### src/rtl/mem_arbiter_if.sv
// Requester and mem_ctrl-side bus bundle for mem_arbiter.
// slave: the arbiter's view; master: the environment driving requests and modelling mem_ctrl.
interface mem_arbiter_if #(
  parameter int num_ports  = 4,
  parameter int addr_width = 32,
  parameter int line_width = 64
);
  logic [num_ports-1:0][addr_width-1:0] req_addr_i;
  logic [num_ports-1:0]                 req_r_valid_i;
  logic [num_ports-1:0]                 req_w_valid_i;
  logic [num_ports-1:0][line_width-1:0] req_write_i;
  logic [num_ports-1:0]                 req_ready_o;
  logic [num_ports-1:0]                 resp_valid_o;
  logic [line_width-1:0]                resp_read_o;
  logic                                 mem_enabled_i;
  logic                                 mem_data_ready_i;
  logic [addr_width-1:0]                mem_addr_o;
  logic                                 mem_r_valid_o;
  logic                                 mem_w_valid_o;
  logic [line_width-1:0]                mem_write_o;
  logic                                 mem_r_valid_i;
  logic [line_width-1:0]                mem_read_i;

  modport slave (
    input  req_addr_i, req_r_valid_i, req_w_valid_i, req_write_i,
    input  mem_enabled_i, mem_data_ready_i, mem_r_valid_i, mem_read_i,
    output req_ready_o, resp_valid_o, resp_read_o,
    output mem_addr_o, mem_r_valid_o, mem_w_valid_o, mem_write_o
  );

  modport master (
    output req_addr_i, req_r_valid_i, req_w_valid_i, req_write_i,
    output mem_enabled_i, mem_data_ready_i, mem_r_valid_i, mem_read_i,
    input  req_ready_o, resp_valid_o, resp_read_o,
    input  mem_addr_o, mem_r_valid_o, mem_w_valid_o, mem_write_o
  );
endinterface

### src/rtl/mem_arbiter.sv
// Round-robin arbiter sharing the mem_ctrl line port between num_ports requesters.
// Optional MEM_ARBITER_PRIORITY_EN: port 0 always wins; round-robin over ports 1..num_ports-1.
//
// state   | meaning
// IDLE    | waiting for a pending request while mem_ctrl is enabled and ready
// ISSUE   | one-cycle mem_r_valid_o / mem_w_valid_o pulse
// WAIT_RD | waiting for mem_r_valid_i
// WAIT_WR | waiting for mem_data_ready_i (first cycle ignored)
module mem_arbiter #(
  parameter int num_ports  = 4,
  parameter int addr_width = 32,
  parameter int line_width = 64
) (
  input  logic           clk_i,
  input  logic           rst_ni,
  mem_arbiter_if.slave   bus
);
  localparam int gw = (num_ports > 1) ? $clog2(num_ports) : 1;

  typedef enum logic [1:0] {IDLE, ISSUE, WAIT_RD, WAIT_WR} state_t;

  state_t                 state_q, state_d;
  logic [gw-1:0]          last_grant_q, last_grant_d;
  logic [gw-1:0]          grant_q, grant_d;
  logic                   is_wr_q, is_wr_d;
  logic                   wr_first_q, wr_first_d;
  logic [addr_width-1:0]  mem_addr_q, mem_addr_d;
  logic [line_width-1:0]  mem_write_q, mem_write_d;
  logic                   mem_r_valid_q, mem_r_valid_d;
  logic                   mem_w_valid_q, mem_w_valid_d;
  logic [num_ports-1:0]   resp_valid_q, resp_valid_d;
  logic [line_width-1:0]  resp_read_q, resp_read_d;

  logic [num_ports-1:0]   pending;
  logic [num_ports-1:0]   req_ready;
  logic                   found;
  logic [gw-1:0]          winner;
  int                     idx;

  always_comb begin
    pending = bus.req_r_valid_i | bus.req_w_valid_i;
    found   = 1'b0;
    winner  = '0;
    idx     = 0;
`ifdef MEM_ARBITER_PRIORITY_EN
    if (pending[0]) begin
      found = 1'b1;
    end else begin
      // ring covers ports 1..num_ports-1 only
      for (int i = 1; i < num_ports; i++) begin
        idx = int'(last_grant_q) + i;
        if (idx >= num_ports) idx = idx - (num_ports - 1);
        if (!found && pending[gw'(idx)]) begin
          found  = 1'b1;
          winner = gw'(idx);
        end
      end
    end
`else
    for (int i = 1; i <= num_ports; i++) begin
      idx = int'(last_grant_q) + i;
      if (idx >= num_ports) idx = idx - num_ports;
      if (!found && pending[gw'(idx)]) begin
        found  = 1'b1;
        winner = gw'(idx);
      end
    end
`endif
  end

  always_comb begin
    state_d       = state_q;
    last_grant_d  = last_grant_q;
    grant_d       = grant_q;
    is_wr_d       = is_wr_q;
    wr_first_d    = 1'b0;
    mem_addr_d    = mem_addr_q;
    mem_write_d   = mem_write_q;
    mem_r_valid_d = 1'b0;
    mem_w_valid_d = 1'b0;
    resp_valid_d  = '0;
    resp_read_d   = resp_read_q;
    req_ready     = '0;
    case (state_q)
      IDLE: begin
        if (bus.mem_enabled_i && bus.mem_data_ready_i && found) begin
          req_ready[winner] = 1'b1;
          grant_d           = winner;
          is_wr_d           = bus.req_w_valid_i[winner];
          mem_addr_d        = bus.req_addr_i[winner];
          mem_write_d       = bus.req_write_i[winner];
          mem_r_valid_d     = !bus.req_w_valid_i[winner];
          mem_w_valid_d     = bus.req_w_valid_i[winner];
`ifdef MEM_ARBITER_PRIORITY_EN
          if (winner != '0) last_grant_d = winner;
`else
          last_grant_d = winner;
`endif
          state_d = ISSUE;
        end
      end
      ISSUE: begin
        wr_first_d = 1'b1;
        state_d    = is_wr_q ? WAIT_WR : WAIT_RD;
      end
      WAIT_RD: begin
        if (bus.mem_r_valid_i) begin
          resp_read_d           = bus.mem_read_i;
          resp_valid_d[grant_q] = 1'b1;
          state_d               = IDLE;
        end
      end
      WAIT_WR: begin
        // mem_data_ready_i may still show the pre-issue level in the first cycle
        if (!wr_first_q && bus.mem_data_ready_i) begin
          resp_valid_d[grant_q] = 1'b1;
          state_d               = IDLE;
        end
      end
      default: state_d = IDLE;
    endcase
  end

  always_ff @(posedge clk_i or negedge rst_ni) begin
    if (!rst_ni) begin
      state_q       <= IDLE;
      last_grant_q  <= gw'(num_ports - 1);
      grant_q       <= '0;
      is_wr_q       <= 1'b0;
      wr_first_q    <= 1'b0;
      mem_addr_q    <= '0;
      mem_write_q   <= '0;
      mem_r_valid_q <= 1'b0;
      mem_w_valid_q <= 1'b0;
      resp_valid_q  <= '0;
      resp_read_q   <= '0;
    end else begin
      state_q       <= state_d;
      last_grant_q  <= last_grant_d;
      grant_q       <= grant_d;
      is_wr_q       <= is_wr_d;
      wr_first_q    <= wr_first_d;
      mem_addr_q    <= mem_addr_d;
      mem_write_q   <= mem_write_d;
      mem_r_valid_q <= mem_r_valid_d;
      mem_w_valid_q <= mem_w_valid_d;
      resp_valid_q  <= resp_valid_d;
      resp_read_q   <= resp_read_d;
    end
  end

  // acceptance is combinational so a held request is taken in its grant cycle
  assign bus.req_ready_o   = req_ready & {num_ports{rst_ni}};
  assign bus.resp_valid_o  = resp_valid_q;
  assign bus.resp_read_o   = resp_read_q;
  assign bus.mem_addr_o    = mem_addr_q;
  assign bus.mem_write_o   = mem_write_q;
  assign bus.mem_r_valid_o = mem_r_valid_q;
  assign bus.mem_w_valid_o = mem_w_valid_q;
endmodule

### src/flat_wrapper.sv
// flat-port wrapper written by rule: the top's interface ports become plain ports
module mem_arbiter_flat 
#(
  parameter int num_ports  = 4,
  parameter int addr_width = 32,
  parameter int line_width = 64
)
  (clk_i, rst_ni, bus_req_addr_i, bus_req_r_valid_i, bus_req_w_valid_i, bus_req_write_i, bus_mem_enabled_i, bus_mem_data_ready_i, bus_mem_r_valid_i, bus_mem_read_i, bus_req_ready_o, bus_resp_valid_o, bus_resp_read_o, bus_mem_addr_o, bus_mem_r_valid_o, bus_mem_w_valid_o, bus_mem_write_o);
  mem_arbiter_if #(.num_ports(num_ports), .addr_width(addr_width), .line_width(line_width)) bus_i ();
  input  logic clk_i;
  input  logic rst_ni;
  input wire logic [$bits(bus_i.req_addr_i)-1:0] bus_req_addr_i;
  input wire logic [$bits(bus_i.req_r_valid_i)-1:0] bus_req_r_valid_i;
  input wire logic [$bits(bus_i.req_w_valid_i)-1:0] bus_req_w_valid_i;
  input wire logic [$bits(bus_i.req_write_i)-1:0] bus_req_write_i;
  input wire logic [$bits(bus_i.mem_enabled_i)-1:0] bus_mem_enabled_i;
  input wire logic [$bits(bus_i.mem_data_ready_i)-1:0] bus_mem_data_ready_i;
  input wire logic [$bits(bus_i.mem_r_valid_i)-1:0] bus_mem_r_valid_i;
  input wire logic [$bits(bus_i.mem_read_i)-1:0] bus_mem_read_i;
  output wire logic [$bits(bus_i.req_ready_o)-1:0] bus_req_ready_o;
  output wire logic [$bits(bus_i.resp_valid_o)-1:0] bus_resp_valid_o;
  output wire logic [$bits(bus_i.resp_read_o)-1:0] bus_resp_read_o;
  output wire logic [$bits(bus_i.mem_addr_o)-1:0] bus_mem_addr_o;
  output wire logic [$bits(bus_i.mem_r_valid_o)-1:0] bus_mem_r_valid_o;
  output wire logic [$bits(bus_i.mem_w_valid_o)-1:0] bus_mem_w_valid_o;
  output wire logic [$bits(bus_i.mem_write_o)-1:0] bus_mem_write_o;
  assign bus_i.req_addr_i = bus_req_addr_i;
  assign bus_i.req_r_valid_i = bus_req_r_valid_i;
  assign bus_i.req_w_valid_i = bus_req_w_valid_i;
  assign bus_i.req_write_i = bus_req_write_i;
  assign bus_i.mem_enabled_i = bus_mem_enabled_i;
  assign bus_i.mem_data_ready_i = bus_mem_data_ready_i;
  assign bus_i.mem_r_valid_i = bus_mem_r_valid_i;
  assign bus_i.mem_read_i = bus_mem_read_i;
  assign bus_req_ready_o = bus_i.req_ready_o;
  assign bus_resp_valid_o = bus_i.resp_valid_o;
  assign bus_resp_read_o = bus_i.resp_read_o;
  assign bus_mem_addr_o = bus_i.mem_addr_o;
  assign bus_mem_r_valid_o = bus_i.mem_r_valid_o;
  assign bus_mem_w_valid_o = bus_i.mem_w_valid_o;
  assign bus_mem_write_o = bus_i.mem_write_o;
  mem_arbiter #(.num_ports(num_ports), .addr_width(addr_width), .line_width(line_width)) u_core (.clk_i(clk_i), .rst_ni(rst_ni), .bus(bus_i));
endmodule
### config.mk
export PLATFORM = sky130hd
export DESIGN_NAME = mem_arbiter_flat
export DESIGN_NICKNAME = d
export VERILOG_FILES = /design/src/rtl/mem_arbiter_if.sv /design/src/rtl/mem_arbiter.sv /design/src/flat_wrapper.sv
export SDC_FILE = /design/constraint.sdc
export NUM_CORES = 1
export LEC_CHECK = 0
export BUFFER_PORTS_ARGS = -buffer_cell sky130_fd_sc_hd__buf_4
export CAP_MARGIN = 20
export CORE_AREA = 10 10 238 240
export DETAILED_ROUTE_END_ITERATION = 7
export DIE_AREA = 0 0 248 250
export HOLD_SLACK_MARGIN = 0.02
export PLACE_DENSITY_LB_ADDON = 0.05
export SYNTH_ARGS = -nofsm -noshare
export SYNTH_HDL_FRONTEND = slang
export SYNTH_SLANG_ARGS = --single-unit
### constraint.sdc
create_clock -name clk_i -period 3.3 [get_ports clk_i]
set_input_delay 0.165 -clock clk_i [delete_from_list [all_inputs] [get_ports clk_i]]
set_output_delay 0.165 -clock clk_i [all_outputs]
set_load 0.01 [all_outputs]
==> results of run 1 <==
==> per-layer routing <==
metal | global-route usage | up-vias | part of all wire
li1 | - | 4831 | -
met1 | 0.1838 | 4901 | 0.37
met2 | 0.3120 | 345 | 0.52
met3 | 0.07616 | 52 | 0.089
met4 | 0.05453 | 6 | 0.019
met5 | 0 | - | 0.00060
==> worst paths after layout <==
check	start	endpoint	slack (ns)	cells after the start
min in group asynchronous	rst_ni	u_core.bus.resp_read_o[15]	0.20	2
setup / recovery	u_core.last_grant_q[1]	u_core.bus.mem_write_o[43]	0.15	8
hold / removal	bus_req_write_i[136]	u_core.bus.mem_write_o[8]	0.06	3
max in group asynchronous	rst_ni	u_core.bus.mem_write_o[15]	2.00	3
hold reg to reg	u_core.bus.resp_read_o[30]	u_core.bus.resp_read_o[30]	0.51	1
setup reg to reg	u_core.last_grant_q[1]	u_core.bus.mem_write_o[43]	0.15	8
==> where the power goes <==
| part | leakage [uW] | internal [uW] | switching [uW] |
|---|---|---|---|
| combinational | 0.00589 | 3850 | 3950 |
| sequential | 0.00200 | 3200 | 597 |
| clock | 0.000263 | 1050 | 1060 |
| total | 0.00815 | 8100 | 5600 |
==> worst reg2reg max path, stage by stage (launching register included) <==
cell	delay [ns]
dfstp_2	0.59
nor4_1	0.10
nor3_4	0.31
and2_4	0.30
buf_16	0.25
mux2i_1	0.29
dlygate4sd3_1	0.56
a211oi_1	0.06
dlygate4sd3_1	0.58
==> cells in the mapped netlist (2+ instances only) <==
cell,count,share of area
buf_2,14,0.0074
nand3b_1,3,0.0024
a211oi_1,172,0.14
clkbuf_1,47,0.019
buf_6,2,0.0024
buf_4,7,0.0055
nor2_1,109,0.043
mux2_2,65,0.077
and3_1,97,0.064
nand2_1,6,0.0024
dfstp_2,2,0.0055
nor2b_1,4,0.0026
buf_12,9,0.019
nor3_1,2,0.0011
a31oi_1,3,0.0020
dfrtp_1,172,0.45
a21oi_1,4,0.0021
o21a_1,3,0.0024
a211oi_2,20,0.026
nor2_2,2,0.0013
nand3_1,3,0.0016
mux2i_1,97,0.10
inv_1,2,0.00079
==> sequential cells by signal, indices dropped and copies added, names as in the netlist <==
| name | count |
|---|---|
| u_core.state_q | 2 |
| u_core.bus.resp_valid_o | 4 |
| u_core.bus.mem_write_o | 64 |
| u_core.grant_q | 2 |
| u_core.is_wr_q | 1 |
| u_core.bus.mem_w_valid_o | 1 |
| u_core.bus.mem_addr_o | 32 |
| u_core.bus.resp_read_o | 64 |
| u_core.wr_first_q | 1 |
| u_core.bus.mem_r_valid_o | 1 |
| u_core.last_grant_q | 2 |
==> timing repair <==
action                                 4_1_cts  5_1_grt
hold buffers                               192        0
endpoints found under the hold margin      194        0
setup endpoints to repair                    0       16
resized for setup                            0        3
==> cell families after synthesis <==
logic type,share of synthesized area
and+or+nand+nor,0.1288
AOI/OAI and AO/OA,0.1768
DFF,0.4591
muxes,0.1795
buffers and inverters,0.05577
==> layout make-up <==
cell class                      count  area [um^2]  area share
Antenna cell                        9        22.52    0.001296
Clock buffer                       19        432.9     0.02490
Clock inverter                     13        132.6    0.007629
Inverter                            2        7.507   0.0004318
Multi-Input combinational cell    608         4623      0.2659
Sequential cell                   174         4357      0.2506
Tap cell                          688        860.8     0.04952
Timing Repair Buffer              843         6948      0.3997
==> stage by stage <==
stage	setup WS [ns]	cell area [um^2]	cells	hold WS, ns
2_1_floorplan	1.367	9489	865	-0.1306
3_3_place_gp	0.8649	14830	2122	0.1860
3_5_place_dp	0.8812	14830	2122	0.1811
4_1_cts	0.06166	17320	2346	0.02088
5_1_grt	-0.03778	17380	2353	0.02732
6_report	0.1481	17380	2356	0.05745
==> metrics.csv, run 1 <==
stage;metric;value;unit
cells_and_area;share of cells above drive strength 1;0.4720;
route;Initial DRC Count;374;
cells_and_area;area delta synth->final;83.20;%
yosys;EDFF count, synth;0;
cells_and_area;commonest non-fill, non-tap cell in the layout;buf_4;
route;routed length per instance;23.98;um
worst_setup_path;cell mode on critical path;dlygate4sd3_1;
floorplanning;Die Ht;250;um
floorplanning;core area;0.05202;mm^2
yosys;sequential area share after synthesis;0.4591;
worst_setup_path;CP Capture Type;flip-flop;
timing;Max Fclk;317.3;MHz
floorplanning;top-level I/O count;631;
worst_setup_path;slowest stage delay, CP;0.59;ns
clock_tree;postcts setup bufs;0;
placement;post-DP HPWL;42490;um
clock_tree;Worst-Skew Late Latency;0.49;ns
yosys;top_reg_cell synth;dfrtp_1;
worst_setup_path;crit-path cells;nor4_1, nor3_4, and2_4, buf_16, mux2i_1, dlygate4sd3_1, a211oi_1, dlygate4sd3_1;
worst_setup_path;maximum fanout along the worst path;41;
floorplanning;Initial Util;0.1824;
floorplanning;Rows;84;
clock_tree;Reg clk slew, reported paths;0.07;ns
yosys;synthesized area;0.009489;mm^2
grt;vias in the first global route;11452;
cells_and_area;Final nets;2107;
power_and_ir_drop;Final Power;13700;uW
timing;Tcrit/Tclk final;0.9551;
timing;min Tclk post-route;3.152;ns
yosys;Synth cell types;43;
worst_setup_path;Req. time, crit path;3.68;ns
clock_tree;H-tree levels;4;
route;final wirelength;56490;um
power_and_ir_drop;Leakage Power;0.008150;uW
power_and_ir_drop;Pwr per Cell Area;788.0;mW/mm^2
timing;Slew headroom;0.4211;
yosys;Post-Synthesis Cells;865;
route;Residual DRC;0;
worst_setup_path;Crit-path slowest cell;dfstp_2;
worst_setup_path;startpoint types;flip-flop;
grt;Total GRT Usage;0.1763;
worst_setup_path;critical path class;flip-flop to flip-flop;
yosys;Seq cells post-synth;174;
timing;endpoints failing setup;0;
route;DR pass1 iterations;4;
timing;RSZ-0062 raised after global routing;true;
cells_and_area;commonest cells after routing, fill and taps aside;buf_4 (641), dlygate4sd3_1 (192), dfrtp_1 (172);
clock_tree;CTS tree;built;
grt;Overflow after GRT;0;
timing;worst slew pin tran;0.8653;ns
yosys;Mapped Avg Cell Area;10.97;um^2
worst_setup_path;Buf+Inv Stages, Crit Path;3;
clock_tree;Clock Sinks;174;
power_and_ir_drop;Peak supply drop;0.0004137;V
route;number of vias per cell;4.302;
min_path;HP Class;primary input to flip-flop;
clock_tree;clk root buf;clkbuf_16;
timing;count of pins over their slew limit;0;
clock_tree;total CTS buffers;17;
grt;first-pass GRT wire length;79760;um
route;Final ANT Viol Nets;0;
worst_setup_path;largest delay contributor family on the critical path;buffers and inverters;
grt;initial antenna violation count;12;
timing;sum of negative setup slack;0;ns
worst_setup_path;WP data arrival;3.53;ns
placement;Final GP Congestion;0.7805;
placement;Port Buffers;630;
timing;clock skew;0.008250;ns
route;vias post-DR;10135;
clock_tree;Max clock buf depth;2;
yosys;Mapped Nets;1326;
yosys;Synth Warn #;0;
timing;Hold Fails Final Rpt;0;
floorplanning;Die X;248;um
yosys;FFs w/ async S/R, synth;1.000;
cells_and_area;Layout Utilization;0.3342;
outcome;outcome;completed;
grt;largest net degree at the start of global routing;99;
floorplanning;die footprint;0.06200;mm^2
cells_and_area;Fill cells;5425;
job;max_cap viols;0;
No activity file was read; power rests on OpenSTA's default activity.
==> run 2, diff against run 1 <==
--- a/config.mk
+++ b/config.mk
@@ -7,11 +7,12 @@
 export LEC_CHECK = 0
 export BUFFER_PORTS_ARGS = -buffer_cell sky130_fd_sc_hd__buf_4
 export CAP_MARGIN = 20
-export CORE_AREA = 10 10 238 240
+export CORE_AREA = 2 2 243 245
 export DETAILED_ROUTE_END_ITERATION = 7
-export DIE_AREA = 0 0 248 250
+export DIE_AREA = 0 0 245 247
 export HOLD_SLACK_MARGIN = 0.02
 export PLACE_DENSITY_LB_ADDON = 0.05
+export REMOVE_ABC_BUFFERS = 1
 export SYNTH_ARGS = -nofsm -noshare
 export SYNTH_HDL_FRONTEND = slang
 export SYNTH_SLANG_ARGS = --single-unit
==> run 2 against run 1 <==
Effect of this change:
- clock power increased by 9%
- sequential power about the same
- cell count is 5.2% higher
- critical path type unchanged
- clock-buffer cell count shrank 1
- utilization fell by 2.6 points
- critical path depth did not move
- largest power group unchanged
- combinational power barely moved
- worst hold slack about the same
- non-clock buffer count up 40
- clock skew is 0.0047 ns higher
- die area down 2.4%
- largest cell class unchanged
- power grew 1.1%
==> metrics.csv, run 2 (synthesis gave the netlist of run 1 again) <==
stage;metric;value;unit;change
timing;Slew headroom;0.5520;;+0.1309
placement;Final GP Congestion;0.7547;;-3.3%
cells_and_area;area taken by flip-flops and latches;0.004357;mm^2;unchanged
route;vias post-DR;10265;;+1.3%
grt;Overflow after GRT;0;;unchanged
clock_tree;total CTS buffers;17;;unchanged
timing;count of pins over their slew limit;0;;unchanged
power_and_ir_drop;Peak supply drop;0.0003867;V;-6.5%
grt;initial antenna violation count;14;;+2
clock_tree;post_cts resized;0;;unchanged
clock_tree;Worst-Skew Late Latency;0.49;ns;about the same
timing;Max Fclk;325.9;MHz;+2.7%
cells_and_area;Finished Cell Area;0.01792;mm^2;+3.1%
cells_and_area;share of cells above drive strength 1;0.4697;;-0.002283
grt;largest net degree at the start of global routing;106;;+7.1%
floorplanning;die footprint;0.06052;mm^2;-2.4%
route;Residual DRC;0;;unchanged
route;met1 wire length;20540;um;-2.0%
route;DR top layer;met5;;
power_and_ir_drop;Pwr per Cell Area;772.8;mW/mm^2;-1.9%
floorplanning;core area;0.05824;mm^2;+12%
timing;Tcrit/Tclk final;0.9297;;-0.02540
timing;RSZ-0062 raised after global routing;false;;
floorplanning;Initial Util;0.1629;;-0.01946
placement;post-placement cell count;2213;;+4.3%
route;Initial DRC Count;325;;-13%
clock_tree;Reg clk slew, reported paths;0.08;ns;about the same
clock_tree;H-tree levels;4;;unchanged
placement;Placement Cell Area;0.01502;mm^2;+1.3%
job;max_cap viols;0;;unchanged
placement;post-DP HPWL;39570;um;-6.9%
outcome;outcome;completed;;
clock_tree;Max clock buf depth;2;;unchanged
placement;Port Buffers;630;;unchanged
route;DR WL met2;27240;um;-7.4%
power_and_ir_drop;Leakage Power;0.008368;uW;+2.7%
power_and_ir_drop;Final Power;13850;uW;+1.1%
worst_setup_path;maximum fanout along the worst path;10;;-76%
route;DR pass1 iterations;4;;unchanged
route;routed length per instance;21.57;um;-10%
worst_setup_path;Req. time, crit path;3.73;ns;+0.05 ns
route;number of vias per cell;4.141;;-3.7%
grt;vias in the first global route;10946;;-4.4%
timing;clock skew;0.01295;ns;+0.004705 ns
worst_setup_path;Worst R2R Setup Slack;0.23;ns;+0.08 ns
cells_and_area;area of the multi-input gates;0.004618;mm^2;-0.11%
worst_setup_path;startpoint types;flip-flop;;
cells_and_area;Fill cells;6227;;+15%
worst_setup_path;R2R cell count;8;;unchanged
route;Met3 Routed Length;4538;um;-9.8%
worst_setup_path;WP data arrival;3.49;ns;-0.04 ns
worst_setup_path;CP Capture Type;flip-flop;;
min_path;HP Class;primary input to flip-flop;;
grt;first-pass GRT wire length;74950;um;-6.0%
cells_and_area;Post-Layout Cell Count;2479;;+5.2%
cells_and_area;area delta synth->final;88.86;%;
min_path;WHS Path Cells;3;;unchanged
timing;endpoints failing setup;0;;unchanged
grt;Total GRT Usage;0.1723;;-0.004069
cells_and_area;commonest cells after routing, fill and taps aside;buf_4 (653), dlygate4sd3_1 (218), a211oi_1 (172), dfrtp_1 (172), nor2_1 (109);;
cells_and_area;commonest non-fill, non-tap cell in the layout;buf_4;;
floorplanning;Die X;245;um;-1.2%
route;Final ANT Viol Nets;0;;unchanged
floorplanning;top-level I/O count;631;;unchanged
clock_tree;clk root buf;clkbuf_16;;
clock_tree;Clock Sinks;174;;unchanged
worst_setup_path;critical path class;flip-flop to flip-flop;;
clock_tree;CTS tree;built;;
timing;min Tclk post-route;3.068;ns;-0.08383 ns
route;final wirelength;53470;um;-5.4%
timing;Hold Fails Final Rpt;0;;unchanged
floorplanning;Rows;89;;+6.0%
floorplanning;Die Ht;247;um;-1.2%
timing;worst slew pin tran;0.6721;ns;-0.1933 ns
cells_and_area;Final nets;2147;;+1.9%
run 2: timing repair:
action	CTS	global route
hold buffers	218	0
setup endpoints to repair	0	2
hold endpoints to repair	209	0
buffers inserted	0	9
run 2: power breakdown:
part	internal, uW	switching (uW)
clock	1240	1060
combinational	3970	3800
sequential	3200	587
total	8410	5440
run 2: worst paths after layout:
| path | endpoint | startpoint |
|---|---|---|
| setup reg to reg | u_core.bus.mem_write_o[7] | u_core.last_grant_q[1] |
| max in group asynchronous | u_core.bus.mem_write_o[27] | rst_ni |
| setup / recovery | u_core.bus.mem_write_o[7] | u_core.last_grant_q[1] |
| hold reg to reg | u_core.bus.resp_valid_o[1] | u_core.grant_q[1] |
| min in group asynchronous | u_core.bus.resp_read_o[41] | rst_ni |
| hold / removal | u_core.bus.mem_write_o[16] | bus_req_write_i[80] |
run 2: stage by stage:
step                      utilization  setup slack, ns  hold slack (ns)  TNS, ns
after floorplan                     -          -0.8774          -0.1306   -83.31
after global placement         0.2579           0.8202           0.2382        0
after detailed placement       0.2579           0.7633           0.2324        0
after CTS                      0.3063          0.03112          0.02055        0
after global routing           0.3075          0.06050          0.05224        0
final                          0.3077           0.2320          0.05705        0
run 2: worst max-delay path, cell delays in order, from the launching register on:
cell and delay, ns:
dfstp_2 0.59, nor3b_2 0.39, nor3_4 0.12, and2_4 0.24, buf_4 0.20, mux2i_1 0.12, dlygate4sd3_1 0.55, a211oi_1 0.22
dlygate4sd3_1 0.57
run 2: layer usage:
metal,GRT usage,vias to the layer above
met5,0,-
met4,0.06761,14
met3,0.06870,53
met2,0.3030,387
met1,0.1843,4911
li1,-,4900
run 2: layout make-up:
cell class,instances,area share
well taps,773,0.05397
repair buffers,883,0.4084
clock buffers,18,0.02451
multi-input cells,608,0.2577
clock inverters,14,0.01096
inverters,2,0.0004189
flip-flops and latches,174,0.2431
diodes,7,0.0009775
